==> src/rtl/multi_button_debouncer_pkg.sv <==
// Shared timing constants, repeat-FSM encoding and counter-sizing helpers
// for the multi-channel push-button debouncer.
package multi_button_debouncer_pkg;

  localparam int DB_10MS_AT_50MHZ    = 500000;
  localparam int DB_SIM_FAST         = 4;
  localparam int DB_REPEAT_DELAY_DEF = 25000000;
  localparam int DB_REPEAT_RATE_DEF  = 5000000;

  typedef enum logic [1:0] {
    RP_IDLE  = 2'd0,
    RP_DELAY = 2'd1,
    RP_RATE  = 2'd2,
    RP_DONE  = 2'd3
  } rp_state_e;

  function automatic int db_clog2(input int v);
    int r;
    r = 0;
    while ((64'd1 << r) < 64'(v)) r++;
    return r;
  endfunction

  function automatic int db_max(input int a, input int b);
    return (a > b) ? a : b;
  endfunction

endpackage

==> src/rtl/multi_button_debouncer_if.sv <==
// Button bundle between raw pins and the debug controller: pins in,
// debounced level and one-cycle event pulses out.
interface multi_button_debouncer_if #(
  parameter int N_CH = 4
);
  logic [N_CH-1:0] btn_in;
  logic [N_CH-1:0] btn_state;
  logic [N_CH-1:0] btn_rise;
  logic [N_CH-1:0] btn_fall;
  logic [N_CH-1:0] btn_repeat;
  logic            any_rise;

  modport master (
    output btn_in,
    input  btn_state, btn_rise, btn_fall, btn_repeat, any_rise
  );

  modport slave (
    input  btn_in,
    output btn_state, btn_rise, btn_fall, btn_repeat, any_rise
  );
endinterface

==> src/rtl/multi_button_debouncer_channel.sv <==
// One button channel: 2-FF synchroniser, stable-time filter, edge pulses
// and hold-to-auto-repeat sequencer.
module debounce_channel
  import multi_button_debouncer_pkg::*;
#(
  parameter bit ACTIVE_LOW    = 1'b1,
  parameter int STABLE_CYCLES = 65536,
  parameter int REPEAT_DELAY  = 0,
  parameter int REPEAT_RATE   = 0
) (
  input  logic clk,
  input  logic rst,
  input  logic i_btn,
  output logic o_state,
  output logic o_rise,
  output logic o_fall,
  output logic o_repeat,
  output logic o_rise_nxt
);

  localparam int CW  = db_clog2(STABLE_CYCLES);
  localparam int HCW = db_max(db_clog2(db_max(REPEAT_DELAY, REPEAT_RATE) + 1), 1);

  localparam logic [CW-1:0]  CNT_TERM  = CW'(STABLE_CYCLES - 1);
  localparam logic [HCW-1:0] DLY_TERM  = HCW'(db_max(REPEAT_DELAY, 1) - 1);
  localparam logic [HCW-1:0] RATE_TERM = HCW'(db_max(REPEAT_RATE, 1) - 1);
  localparam bit             RP_EN     = (REPEAT_DELAY > 0);
  localparam bit             RATE_EN   = (REPEAT_RATE > 0);

  logic            r_sync_p0;
  logic            r_sync_p1;
  logic [CW-1:0]   r_cnt;
  logic            r_state;
  logic            r_rise;
  logic            r_fall;
  logic            w_differ;
  logic            w_toggle;

  rp_state_e       r_rp_state;
  rp_state_e       w_rp_next;
  logic [HCW-1:0]  r_hc;
  logic [HCW-1:0]  w_hc_next;
  logic            r_repeat;
  logic            w_repeat_next;
  logic            w_held;

  // Stage p0/p1: synchroniser, polarity folded in so 1 always means pressed
  always_ff @(posedge clk or posedge rst) begin
    if (rst) begin
      r_sync_p0 <= 1'b0;
      r_sync_p1 <= 1'b0;
    end else begin
      r_sync_p0 <= i_btn ^ ACTIVE_LOW;
      r_sync_p1 <= r_sync_p0;
    end
  end

  assign w_differ = (r_sync_p1 != r_state);
  assign w_toggle = w_differ && (r_cnt == CNT_TERM);

  // Filter stage: any sample agreeing with the current level restarts the count
  always_ff @(posedge clk or posedge rst) begin
    if (rst) begin
      r_cnt   <= '0;
      r_state <= 1'b0;
      r_rise  <= 1'b0;
      r_fall  <= 1'b0;
    end else begin
      if (!w_differ) begin
        r_cnt <= '0;
      end else if (w_toggle) begin
        r_cnt   <= '0;
        r_state <= ~r_state;
      end else begin
        r_cnt <= r_cnt + 1'b1;
      end
      r_rise <= w_toggle & ~r_state;
      r_fall <= w_toggle &  r_state;
    end
  end

  // The toggle edge itself does not count as held, so a repeat can never
  // land in the rise or fall cycle.
  assign w_held = RP_EN && r_state && !w_toggle;

  always_ff @(posedge clk or posedge rst) begin
    if (rst) begin
      r_rp_state <= RP_IDLE;
      r_hc       <= '0;
      r_repeat   <= 1'b0;
    end else begin
      r_rp_state <= w_rp_next;
      r_hc       <= w_hc_next;
      r_repeat   <= w_repeat_next;
    end
  end

  always_comb begin
    w_rp_next     = r_rp_state;
    w_hc_next     = r_hc;
    w_repeat_next = 1'b0;
    if (!w_held) begin
      w_rp_next = RP_IDLE;
      w_hc_next = '0;
    end else begin
      case (r_rp_state)
        RP_IDLE, RP_DELAY: begin
          if (r_hc == DLY_TERM) begin
            w_repeat_next = 1'b1;
            w_hc_next     = '0;
            w_rp_next     = RATE_EN ? RP_RATE : RP_DONE;
          end else begin
            w_hc_next = r_hc + 1'b1;
            w_rp_next = RP_DELAY;
          end
        end
        RP_RATE: begin
          if (r_hc == RATE_TERM) begin
            w_repeat_next = 1'b1;
            w_hc_next     = '0;
          end else begin
            w_hc_next = r_hc + 1'b1;
          end
        end
        RP_DONE: begin
          // single repeat already issued; park here until release
          w_hc_next = r_hc;
        end
        default: begin
          w_rp_next = RP_IDLE;
          w_hc_next = '0;
        end
      endcase
    end
  end

  assign o_state    = r_state;
  assign o_rise     = r_rise;
  assign o_fall     = r_fall;
  assign o_repeat   = r_repeat;
  assign o_rise_nxt = w_toggle & ~r_state;

endmodule

==> src/rtl/multi_button_debouncer.sv <==
// N independent debounce channels plus a registered any-press strobe
// aligned with the per-channel rise pulses.
module multi_button_debouncer
  import multi_button_debouncer_pkg::*;
#(
  parameter int N_CH          = 4,
  parameter bit ACTIVE_LOW    = 1'b1,
  parameter int STABLE_CYCLES = 65536,
  parameter int REPEAT_DELAY  = 0,
  parameter int REPEAT_RATE   = 0
) (
  input logic                    clk,
  input logic                    rst,
  multi_button_debouncer_if.slave io_bus
);

  logic [N_CH-1:0] w_state;
  logic [N_CH-1:0] w_rise;
  logic [N_CH-1:0] w_fall;
  logic [N_CH-1:0] w_repeat;
  logic [N_CH-1:0] w_rise_nxt;
  logic            r_any_rise;

  for (genvar g = 0; g < N_CH; g++) begin : g_ch
    debounce_channel #(
      .ACTIVE_LOW   (ACTIVE_LOW),
      .STABLE_CYCLES(STABLE_CYCLES),
      .REPEAT_DELAY (REPEAT_DELAY),
      .REPEAT_RATE  (REPEAT_RATE)
    ) u_ch (
      .clk       (clk),
      .rst       (rst),
      .i_btn     (io_bus.btn_in[g]),
      .o_state   (w_state[g]),
      .o_rise    (w_rise[g]),
      .o_fall    (w_fall[g]),
      .o_repeat  (w_repeat[g]),
      .o_rise_nxt(w_rise_nxt[g])
    );
  end

  // Built from the pre-register rise terms so it lands in the same cycle as btn_rise
  always_ff @(posedge clk or posedge rst) begin
    if (rst) r_any_rise <= 1'b0;
    else     r_any_rise <= |w_rise_nxt;
  end

  assign io_bus.btn_state  = w_state;
  assign io_bus.btn_rise   = w_rise;
  assign io_bus.btn_fall   = w_fall;
  assign io_bus.btn_repeat = w_repeat;
  assign io_bus.any_rise   = r_any_rise;

endmodule

==> src/flat_wrapper.sv <==
// flat-port wrapper written by rule: the top's interface ports become plain ports
module multi_button_debouncer_flat import multi_button_debouncer_pkg::*;
#(
  parameter int N_CH          = 4,
  parameter bit ACTIVE_LOW    = 1'b1,
  parameter int STABLE_CYCLES = 65536,
  parameter int REPEAT_DELAY  = 0,
  parameter int REPEAT_RATE   = 0
)
  (clk, rst, io_bus_btn_in, io_bus_btn_state, io_bus_btn_rise, io_bus_btn_fall, io_bus_btn_repeat, io_bus_any_rise);
  multi_button_debouncer_if #(.N_CH(N_CH)) io_bus_i ();
  input logic clk;
  input logic rst;
  input wire logic [$bits(io_bus_i.btn_in)-1:0] io_bus_btn_in;
  output wire logic [$bits(io_bus_i.btn_state)-1:0] io_bus_btn_state;
  output wire logic [$bits(io_bus_i.btn_rise)-1:0] io_bus_btn_rise;
  output wire logic [$bits(io_bus_i.btn_fall)-1:0] io_bus_btn_fall;
  output wire logic [$bits(io_bus_i.btn_repeat)-1:0] io_bus_btn_repeat;
  output wire logic [$bits(io_bus_i.any_rise)-1:0] io_bus_any_rise;
  assign io_bus_i.btn_in = io_bus_btn_in;
  assign io_bus_btn_state = io_bus_i.btn_state;
  assign io_bus_btn_rise = io_bus_i.btn_rise;
  assign io_bus_btn_fall = io_bus_i.btn_fall;
  assign io_bus_btn_repeat = io_bus_i.btn_repeat;
  assign io_bus_any_rise = io_bus_i.any_rise;
  multi_button_debouncer #(.N_CH(N_CH), .ACTIVE_LOW(ACTIVE_LOW), .STABLE_CYCLES(STABLE_CYCLES), .REPEAT_DELAY(REPEAT_DELAY), .REPEAT_RATE(REPEAT_RATE)) u_core (.clk(clk), .rst(rst), .io_bus(io_bus_i));
endmodule
==> config.mk <==
export PLATFORM = sky130hd
export DESIGN_NAME = multi_button_debouncer_flat
export DESIGN_NICKNAME = d
export VERILOG_FILES = /design/src/rtl/multi_button_debouncer_pkg.sv /design/src/rtl/multi_button_debouncer_if.sv /design/src/rtl/multi_button_debouncer_channel.sv /design/src/rtl/multi_button_debouncer.sv /design/src/flat_wrapper.sv
export SDC_FILE = /design/constraint.sdc
export NUM_CORES = 1
export LEC_CHECK = 0
export CORE_AREA = 2 2 130 132
export CTS_BUF_LIST = sky130_fd_sc_hd__clkbuf_16
export DETAILED_ROUTE_END_ITERATION = 16
export DIE_AREA = 0 0 132 134
export PLACE_DENSITY_LB_ADDON = 0.1
export SKIP_LAST_GASP = 1
export SLEW_MARGIN = 20
export SYNTH_ARGS = -nofsm -noshare
export SYNTH_HDL_FRONTEND = slang
export SYNTH_SLANG_ARGS = --single-unit
==> constraint.sdc <==
create_clock -name clk -period 4.4 [get_ports clk]
set_clock_uncertainty 0.1 [all_clocks]
set_input_delay 0.88 -clock clk [delete_from_list [all_inputs] [get_ports clk]]
set_output_delay 0.88 -clock clk [all_outputs]
set_load 0.1 [all_outputs]
# --- After elaboration in Yosys (flattened, before gate mapping) ---
# Cells that the tools add are included.
classes:
  addsub: 4
  multipliers: 0
  div_mod_pow: 0
  order_cmp: 0
  eq_ne: 8
  shift: 0
  mux: 8
  bitwise: 16
  n_reduce_logical: 9
op_table:
  columns: ["cell", "count"]
  rows:
  - ["2-to-1 mux 16 bit", 8]
  - ["adder 16 x 1 -> 16 bit, second input constant", 4]
  - ["== test 16 bit, second input constant", 4]
  - ["bitwise AND 1 bit", 8]
  - ["inverter 1 bit", 8]
  - ["AND reduction 2 bit", 4]
  - ["logical AND 1 bit", 4]
  - ["!= test 1 bit", 4]
  - ["OR reduction 4 bit", 1]
totals:
  ff_bits: 85
  latchBits: 0
  ramBits: 0
  mem_bits_ro: 0
  input_bits: 6
  output_inout_bits: 17
  wordCells: 70
  mem_count: 0

# --- Longest topological paths before layout ---
# Gate-level depths: netlist of run 1.
depth:
  depth_word: 4
  mapped_depth: 8
  depth_no_buf: 5

# --- Hierarchy ---
# Synthesis of run 1 repeated with hierarchy kept, for this count alone.
hier_totals:
  cells_unflattened: 367
  area_unflattened_um2: 3925.0
modules_own_cells:
  columns: ["mod", "n_inst", "cells_each", "area_each_um2", "seq_area_each_um2"]
  rows:
  - ["debounce_channel", 4, 91, 972.2, 525.5]
  - ["multi_button_debouncer", 1, 3, 36.3, 25.0]

# --- Least setup slack after synthesis of run 1 ---
# No wires, ideal clock.
synth_timing:
  path_kind: "register -> output"
  from: "register u_core.r_any_rise, in the netlist u_core.io_bus.any_rise"
  to: "output io_bus_any_rise"
  arrival_ps: 883
  required_time_ps: 3420
  slack_ps: 2537
  path_stages_with_launch: 1
  path_buffers: 0
  cell_sequence: "dfrtp_1"
synth_rtl:
  columns: ["item", "line_no", "text"]
  rows:
  - ["from (decl)", "multi_button_debouncer.sv:22", "logic r_any_rise;"]
  - ["from (signal assigned)", "multi_button_debouncer.sv:45", "else r_any_rise <= |w_rise_nxt;"]
  - ["to (decl)", "flat_wrapper.sv:19", "output wire logic [$bits(io_bus_i.any_rise)-1:0] io_bus_any_rise;"]
# No word-level cell between the ends.

# --- Final worst setup path of run 1 ---
layout_timing:
  from: "register u_core.g_ch[3].u_ch.r_state"
  to: "output io_bus_btn_state[3]"
layout_rtl:
  columns: ["item", "line_no", "text"]
  rows:
  - ["from (decl)", "multi_button_debouncer_channel.sv:33", "logic r_state;"]
  - ["from (signal assigned)", "multi_button_debouncer_channel.sv:73", "r_state <= ~r_state;"]
  - ["to (decl)", "flat_wrapper.sv:15", "output wire logic [$bits(io_bus_i.btn_state)-1:0] io_bus_btn_state;"]
# No word-level cell between the ends.

==> impl_metrics.tcl, run 1 <==
set metrics [dict create \
    status "finished clean" \
    powerDensity_nw_per_um2 368 \
    ys_seq_area_frac 0.536 \
    place_inst 593 \
    routed_via_density 4.13 \
    cts-hold-fix-buffers 0 \
    clockBufferDepth 2 \
    finalSetupViolCount 0 \
    worst_pin_slew_ns 0.976 \
    die_h_um 134 \
    grt_pass1_wl_um 13300 \
    cts_tree "built" \
    synth-compound-area-share 0.00536 \
    cts_buffers 9 \
    worstPathCellList "clkdlybuf4s50_1" \
    rows 47 \
    slew_violations 0 \
    syn_area_per_cell_sq_um 10.5 \
    min_path_cells 0 \
    ys_top_cells_by_area "dfrtp_1, xnor2_1, nor2_1" \
    dr.pass1.iters 4 \
    fin_area_sq_um 4580 \
    synth_warnings 0 \
    grt_overflow 0 \
    cts.htree.levels 3 \
    die_x_um 132 \
    r2r_cells 4 \
    synth-simple-area-share 0.242 \
    ant_nets 0 \
    post-dp-hpwl_um 5020 \
    cts.clk_slew.worst_paths_ns 0.07 \
    cp_num_buf_inv 1 \
    rsz0062_at_grt "false" \
    grt_pass1_vias 2543 \
    ys_ff_latch 85 \
    syn_inst 377 \
    layout.nets 394 \
    fin_tns_setup_ns 0 \
    grt_usage 0.0959 \
    cp-end-kind "output pin" \
    synth.top_cell.area_share 0.536 \
    avgRoutedWirePerCell_um 12.5 \
    path_delay_family "buffers and inverters" \
    synth_cell_types 35 \
    worst-path-stages 1 \
    synthAdderAreaFrac 0.0126 \
    cts_setup_buffers 0 \
    gp_congestion 0.680 \
    path_class "flip-flop to output pin" \
    drive_gt1_frac 0.0900 \
    ios 23 \
    slowest_delay_ns 1.16 \
    muxShareOfSynthArea 0.0139 \
    synth-xor-area-share 0.130 \
    crit_arrival_ns 1.94 \
    min_period_over_period 0.663 \
    syn_area_sq_um 3970 \
    min_period_ns 2.92 \
    max_cap_violations 0 \
    io_buffers 18 \
    hp-class "flip-flop to flip-flop" \
    leakage_nw 1.85 \
    wirelength_um 7630 \
    cts.sinks 85 \
    path_max_fanout 5 \
    nFillCells 1711 \
    cts-resized-gates 0 \
    grt_max_degree 52 \
    drc_errors 0 \
    worstSkewPairLatency_ns 0.35 \
    stdcell_count 609 \
    core_sq_um 16300 \
    initial_utilization 0.244 \
    drtIter0Drc 193 \
    clockRootBuffer "clkbuf_16" \
    area_growth_pct 15.3 \
    cp_slowest_cell "clkdlybuf4s50_1" \
    num_vias 2516 \
    post-synth-top-area-cell "dfrtp_1" \
    ir_worst_vdd_mv 0.182 \
    worstPathRequired_ns 3.42 \
    grt_antenna_before_repair 0 \
    synth_top_family_by_area "simple AND/OR/NAND/NOR gates" \
    finalHoldViolCount 0 \
    startpoint_type "flip-flop" \
    n_antenna_cell 0 \
    dpl_cell_area_sq_um 4270 \
    relSlewSlack 0.347 \
    fmax_ghz 0.343 \
    dieArea_sq_um 17700 \
]
-- metal layers --
metal	vias to the layer above	part of all wire	GRT usage
met2	40	0.43	0.139
met5	-	0	0
met1	1198	0.52	0.132
met4	0	0.015	0.0362
met3	9	0.035	0.0329
li1	1269	-	-
-- cells in the mapped netlist (all sizes together) --
library cell and count:
dfrtp 85, nor2 70, xnor2 40, nand3 26
buf 23, nand4 20, xor2 19, nor4 18
nand2 14, inv 13, nor3 10, and4 5
and3b 4, clkbuf 4, ha 4, mux2 4
nor3b 4, or4 3, and2 2, and3 2
o21ai 2, or2 2, conb 1, mux2i 1
nand4b 1
-- state kept, by name, indices dropped and copies added (netlist names) --
| signal | count |
|---|---|
| u_core.g_ch.u_ch.r_cnt | 64 |
| u_core.g_ch.u_ch.o_rise | 4 |
| u_core.g_ch.u_ch.o_state | 4 |
| u_core.g_ch.u_ch.r_sync_p1 | 4 |
| u_core.g_ch.u_ch.r_sync_p0 | 4 |
| u_core.g_ch.u_ch.o_fall | 4 |
| u_core.io_bus.any_rise | 1 |
-- kinds of logic (layout without fill, tap and decap cells) --
kind of cell	Yosys count	after routing
AO/OA/AOI/OAI	2	2
XOR/XNOR	59	59
adder cells (fa/ha/maj)	4	4
buffers and inverters	40	49
flip-flops	85	85
multiplexers	5	5
other	1	4
AND/OR/NAND/NOR	181	181
-- cell usage in the layout, fill, tap and decap left out --
cell / count
and2_1: 2
and3_1: 2
and3b_1: 4
and4_1: 5
buf_4: 2
bufinv_16: 1
clkbuf_16: 9
clkdlybuf4s50_1: 18
clkinv_2: 1
conb_1: 4
dfrtp_1: 85
ha_1: 4
inv_1: 12
inv_6: 4
inv_8: 2
mux2_2: 4
mux2i_1: 1
nand2_1: 13
nand2_2: 1
nand3_1: 25
nand3_2: 1
nand4_1: 18
nand4_2: 2
nand4b_1: 1
nor2_1: 70
nor3_1: 10
nor3b_1: 3
nor3b_2: 1
nor4_1: 15
nor4_2: 3
o21ai_0: 1
o21ai_4: 1
or2_1: 1
or2_2: 1
or4_1: 1
or4_4: 2
xnor2_1: 40
xor2_1: 19
-- metrics by stage --
stage	hold slack, ns	setup WS (ns)	power, mW	utilization
after global routing	0.256	1.43	1.77	0.281
after CTS	0.252	1.46	1.73	0.281
after detailed placement	0.235	1.85	0.895	0.262
final	0.250	1.48	1.69	0.281
after global placement	0.236	1.87	0.894	0.262
after floorplan	0.231	1.23	0.878	-
-- path summary, 6_finish.rpt --
kind	slack, ns	startpoint	to
worst max-delay path	1.48	u_core.g_ch[3].u_ch.o_state$_DFFE_PP0P_	io_bus_btn_state[3]
worst min-delay path	0.25	u_core.g_ch[0].u_ch.r_sync_p0$_DFF_PP0_	u_core.g_ch[0].u_ch.r_sync_p1$_DFF_PP0_
worst max register to register	2.27	u_core.g_ch[2].u_ch.r_cnt[6]$_DFF_PP0_	u_core.g_ch[2].u_ch.r_cnt[3]$_DFF_PP0_
worst min register to register	0.25	u_core.g_ch[0].u_ch.r_sync_p0$_DFF_PP0_	u_core.g_ch[0].u_ch.r_sync_p1$_DFF_PP0_
max in group asynchronous	2.49	rst	u_core.g_ch[1].u_ch.o_rise$_DFF_PP0_
min in group asynchronous	0.93	rst	u_core.g_ch[2].u_ch.o_rise$_DFF_PP0_
-- final cells by class --
type	instances	area (sq um)	share of cell area
well taps	220	275	0.0601
flip-flops and latches	85	2130	0.464
inverters	13	50.0	0.0109
clock buffers	9	225	0.0492
clock inverters	7	87.6	0.0191
repair buffers	20	195	0.0426
multi-input cells	255	1620	0.354
-- report_power, final --
group	switching [mW]	total, mW	internal (mW)
clock	0.354	0.810	0.456
combinational	0.0523	0.0696	0.0173
sequential	0.0139	0.807	0.794
total	0.420	1.69	1.27
Note: power is estimated with default switching activity, not from simulation.
==> run 2: changes to the inputs <==
Clock period 4.4 ns to 3.05 ns, I/O delays scaled along.
==> impl_metrics.tcl, run 2 (synthesized netlist as in run 1, its figures left out) <==
set metrics [dict create \
    routed_via_density 4.15 \
    die_h_um 134 \
    place_inst 592 \
    clockBufferDepth 2 \
    pwr-share-seq 0.467 \
    rows 47 \
    relSlewSlack 0.624 \
    avgRoutedWirePerCell_um 12.4 \
    dr.pass1.iters 4 \
    layout.nets 393 \
    cts-resized-gates 0 \
    grt_pass1_wl_um 13200 \
    path_class "flip-flop to flip-flop" \
    slew_violations 0 \
    cts-hold-fix-buffers 0 \
    path_delay_family "simple AND/OR/NAND/NOR gates" \
    slowest_delay_ns 0.53 \
    clockRootBuffer "clkbuf_16" \
    swShare 0.215 \
    ant_nets 0 \
    grt_overflow 0 \
    nFillCells 1718 \
    hp-class "flip-flop to flip-flop" \
    cts.htree.levels 3 \
    gp_congestion 0.704 \
    cts_tree "built" \
    worstSkewPairLatency_ns 0.34 \
    post-dp-hpwl_um 4840 \
    grt_usage 0.0944 \
    area_growth_pct 15.1 \
    final_common_cell "dfrtp_1" \
    initial_utilization 0.244 \
    stdcell_count 608 \
    final_cell_mix "dfrtp_1, nor2_1, xnor2_1, nand3_1, xor2_1" \
    p_sw_uw 536 \
    max_cap_violations 0 \
    die_x_um 132 \
    largest_register_ffs 64 \
    cp-end-kind "flip-flop" \
    min_period_over_period 0.692 \
    worstPathCellList "nand4_1, nor4_2, or2_1, nor2_1" \
    cp_num_buf_inv 0 \
    rsz0062_at_grt "false" \
    cts_buffers 9 \
    status "finished clean" \
    leakage_nw 1.88 \
    cts.clk_slew.worst_paths_ns 0.06 \
    core_sq_um 16300 \
    clkPwrFrac 0.493 \
    startpoint_type "flip-flop" \
    min_period_ns 2.11 \
    p_int_mw 1.96 \
    path_max_fanout 15 \
    grt_pass1_vias 2583 \
    drc_errors 0 \
    cp_slowest_cell "or2_1" \
    io_buffers 18 \
    cts_setup_buffers 0 \
    setup_ws_ns 0.939 \
    worstPathRequired_ns 3.15 \
    drive_gt1_frac 0.111 \
    grt_max_degree 86 \
    drtIter0Drc 122 \
    finalHoldViolCount 0 \
    fin_tns_setup_ns 0 \
    n_antenna_cell 0 \
    powerDensity_nw_per_um2 546 \
    num_vias 2521 \
    crit_arrival_ns 2.21 \
    worst_pin_slew_ns 0.564 \
    largest-register "u_core.g_ch.u_ch.r_cnt" \
    fmax_ghz 0.474 \
    place_ws_ns 0.942 \
    cts.sinks 85 \
    finalSetupViolCount 0 \
    dieArea_sq_um 17700 \
    ios 23 \
    wirelength_um 7540 \
    power.share.combinational 0.040 \
    ir_worst_vdd_mv 0.231 \
    grt_antenna_before_repair 0 \
]
run 2: cell count changes in the layout (fill, tap and decap cells not counted), sizes merged:
cell,change
buf,+12
clkinv,+3
inv,-5
clkdlybuf4s50,-13
bufinv,+2
run 2: per-stage QoR:
| stage | power, mW | utilization | hold slack (ns) | area (sq um) |
|---|---|---|---|---|
| after detailed placement | 1.29 | 0.260 | 0.240 | 4240 |
| after global routing | 2.61 | 0.281 | 0.267 | 4570 |
| after floorplan | 1.27 | - | 0.231 | 3980 |
| after CTS | 2.55 | 0.281 | 0.254 | 4570 |
| after global placement | 1.29 | 0.260 | 0.238 | 4240 |
| final | 2.50 | 0.281 | 0.251 | 4570 |
run 2: final cells by class:
class,instances,area (sq um),area share
Multi-Input combinational cell,255,1620,0.355
Inverter,13,50.0,0.0109
Clock inverter,7,105,0.0230
Clock buffer,9,225,0.0493
Timing Repair Buffer,19,168,0.0367
Tap cell,220,275,0.0602
Sequential cell,85,2130,0.465
run 2: final timing paths:
check | slack, ns | endpoint | cells after the start | from
min reg2reg | 0.25 | u_core.g_ch[2].u_ch.r_sync_p1$_DFF_PP0_ | 0 | u_core.g_ch[2].u_ch.r_sync_p0$_DFF_PP0_
min | 0.25 | u_core.g_ch[2].u_ch.r_sync_p1$_DFF_PP0_ | 0 | u_core.g_ch[2].u_ch.r_sync_p0$_DFF_PP0_
min in group asynchronous | 0.58 | u_core.g_ch[3].u_ch.r_cnt[2]$_DFF_PP0_ | 3 | rst
max in group asynchronous | 1.89 | u_core.g_ch[1].u_ch.o_state$_DFFE_PP0P_ | 3 | rst
max | 0.94 | u_core.g_ch[2].u_ch.r_cnt[2]$_DFF_PP0_ | 4 | u_core.g_ch[2].u_ch.r_cnt[6]$_DFF_PP0_
max reg2reg | 0.94 | u_core.g_ch[2].u_ch.r_cnt[2]$_DFF_PP0_ | 4 | u_core.g_ch[2].u_ch.r_cnt[6]$_DFF_PP0_
run 2: power groups by stage:
stage	Sequential [mW]	Clock, mW	Combinational [mW]
after CTS	1.17	1.28	0.105
final	1.17	1.23	0.100
after global placement	1.19	0	0.105
after floorplan	1.18	0	0.0863
after global routing	1.17	1.32	0.115
after detailed placement	1.19	0	0.105
run 2: worst reg2reg max path, cell delays in order, from the launching register on:
cell     delay, ns
dfrtp_1       0.43
nand4_1       0.31
nor4_2        0.48
or2_1         0.53
nor2_1        0.12
run 2: routing by layer:
metal | share of wire | vias up | GRT usage
met3 | 0.023 | 12 | 0.0223
met1 | 0.53 | 1208 | 0.132
met2 | 0.43 | 27 | 0.132
met5 | 0 | - | 0
met4 | 0.024 | 0 | 0.0550
li1 | - | 1274 | -
==> run 3: changes to the inputs <==
Clock period 3.05 ns to 2 ns, I/O delays scaled along.
==> impl_metrics.tcl, run 3 (synthesized netlist as in run 1, its figures left out) <==
set metrics [dict create \
    routed_via_density 4.14 \
    fin_tns_setup_ns 0 \
    ir_worst_vdd_mv 0.397 \
    largest-register "u_core.g_ch.u_ch.r_cnt" \
    cts.sinks 85 \
    slowest_delay_ns 0.54 \
    clockRootBuffer "clkbuf_16" \
    grt_antenna_before_repair 0 \
    worstSkewPairLatency_ns 0.34 \
    timing.rr.start "u_core.g_ch[3].u_ch.r_cnt[0]$_DFF_PP0_" \
    r2r-end "u_core.g_ch[3].u_ch.r_cnt[3]$_DFF_PP0_" \
    grt_pass1_wl_um 13600 \
    die_x_um 132 \
    wirelength_um 7740 \
    drc_errors 0 \
    rsz0062_at_grt "false" \
    die_h_um 134 \
    multi_input_area_sq_um 1630 \
    startpoint_type "flip-flop" \
    post-dp-hpwl_um 5090 \
    cts.clk_slew.worst_paths_ns 0.06 \
    hp-class "flip-flop to flip-flop" \
    grt_usage 0.0966 \
    clockBufferDepth 2 \
    max_cap_violations 0 \
    powerDensity_nw_per_um2 755 \
    slew_violations 0 \
    hold_end "u_core.g_ch[0].u_ch.r_sync_p1$_DFF_PP0_" \
    seqCellArea_sq_um 2130 \
    min_path_cells 0 \
    num_vias 2577 \
    cts.htree.levels 3 \
    drive_gt1_frac 0.142 \
    power.total_mw 3.57 \
    largest_register_ffs 64 \
    grt_pass1_vias 2665 \
    fmax_ghz 0.545 \
    core_sq_um 16300 \
    cts_buffers 9 \
    drtIter0Drc 198 \
    cp-end-kind "flip-flop" \
    min_period_over_period 0.917 \
    hold_start "u_core.g_ch[0].u_ch.r_sync_p0$_DFF_PP0_" \
    status "finished clean" \
    area_growth_pct 19.0 \
    cp_slowest_cell "or4_4" \
    min_period_ns 1.83 \
    dr.pass1.iters 4 \
    worstPathRequired_ns 2.11 \
    cp_num_buf_inv 0 \
    finalHoldViolCount 0 \
    grt_overflow 0 \
    gp_congestion 0.741 \
    cts-hold-fix-buffers 0 \
    grt_max_degree 86 \
    r2r_slack_ns 0.17 \
    crit_arrival_ns 1.95 \
    path_class "flip-flop to flip-flop" \
    io_buffers 18 \
    initial_utilization 0.244 \
    cts_tree "built" \
    ios 23 \
    leakage_nw 1.96 \
    path_delay_family "simple AND/OR/NAND/NOR gates" \
    avgRoutedWirePerCell_um 12.4 \
    r2r_cells 5 \
    rows 47 \
    fin_util 0.290 \
    ant_nets 0 \
    layout.nets 407 \
    n_antenna_cell 0 \
    dieArea_sq_um 17700 \
    nFillCells 1699 \
    final_common_cell "dfrtp_1" \
    path_max_fanout 15 \
    finalSetupViolCount 0 \
    final_cell_mix "dfrtp_1, nor2_1, xnor2_1, nand3_1, buf_4" \
    worstPathCellList "ha_1, nand3_1, or4_4, nand2_2, nor2_1" \
]
-- run 3: changes by cell type in the layout (fill, tap and decap cells not counted), sizes merged --
cell | previous run | this run
buf | 14 | 28
bufinv | 3 | 1
clkinvlp | 0 | 2
-- run 3: cell type report --
type / instances / share of cell area
clock buffer: 9 / 0.0476
clock inverter: 7 / 0.0122
inverter: 13 / 0.0111
multi-input combinational: 255 / 0.345
sequential: 85 / 0.450
tap: 220 / 0.0582
timing repair buffer: 33 / 0.0762
-- run 3: metrics by stage --
step / cell area, sq um / instances / hold slack (ns) / setup WS, ns
6_report: 4730 / 622 / 0.250 / 0.166
5_1_grt: 4730 / 622 / 0.253 / 0.0250
4_1_cts: 4700 / 621 / 0.252 / 0.0949
3_5_place_dp: 4420 / 605 / 0.237 / 0.108
3_3_place_gp: 4420 / 605 / 0.234 / 0.145
2_1_floorplan: 3990 / 380 / 0.231 / 0.174
-- run 3: worst reg2reg max path: stages (launching register included) --
cell and delay [ns]:
dfrtp_1 0.39, ha_1 0.19, nand3_1 0.11, or4_4 0.54
nand2_2 0.28, nor2_1 0.09
-- run 3: per-layer routing --
layer  global-route usage  part of all wire
met2                0.140              0.43
met5                    0                 0
met1                0.133              0.51
met3               0.0212             0.030
met4               0.0543             0.025
-- run 3: worst max-delay path by stage --
stage / slack, ns / cells past startpoint / end / from
2_1_floorplan: 0.17 / 6 / u_core.g_ch[3].u_ch.r_cnt[14]$_DFF_PP0_ / u_core.g_ch[3].u_ch.r_cnt[0]$_DFF_PP0_
3_3_place_gp: 0.15 / 5 / u_core.g_ch[1].u_ch.r_cnt[5]$_DFF_PP0_ / u_core.g_ch[1].u_ch.r_cnt[0]$_DFF_PP0_
3_5_place_dp: 0.11 / 5 / u_core.g_ch[1].u_ch.r_cnt[12]$_DFF_PP0_ / u_core.g_ch[1].u_ch.r_cnt[0]$_DFF_PP0_
4_1_cts: 0.09 / 5 / u_core.g_ch[1].u_ch.r_cnt[3]$_DFF_PP0_ / u_core.g_ch[1].u_ch.r_cnt[0]$_DFF_PP0_
5_1_grt: 0.03 / 5 / u_core.g_ch[3].u_ch.r_cnt[4]$_DFF_PP0_ / u_core.g_ch[3].u_ch.r_cnt[0]$_DFF_PP0_
6_report: 0.17 / 5 / u_core.g_ch[3].u_ch.r_cnt[3]$_DFF_PP0_ / u_core.g_ch[3].u_ch.r_cnt[0]$_DFF_PP0_
-- run 3: power breakdown --
part	switching, mW	internal [mW]
Combinational	0.120	0.0511
Clock	0.677	0.948
Sequential	0.0267	1.75
Total	0.824	2.75
-- run 3: timing repair --
item,in CTS,in global routing
endpoints found under the hold margin,0,0
endpoints found under the setup margin,0,15
gates resized for setup,0,1
buffers inserted,0,1
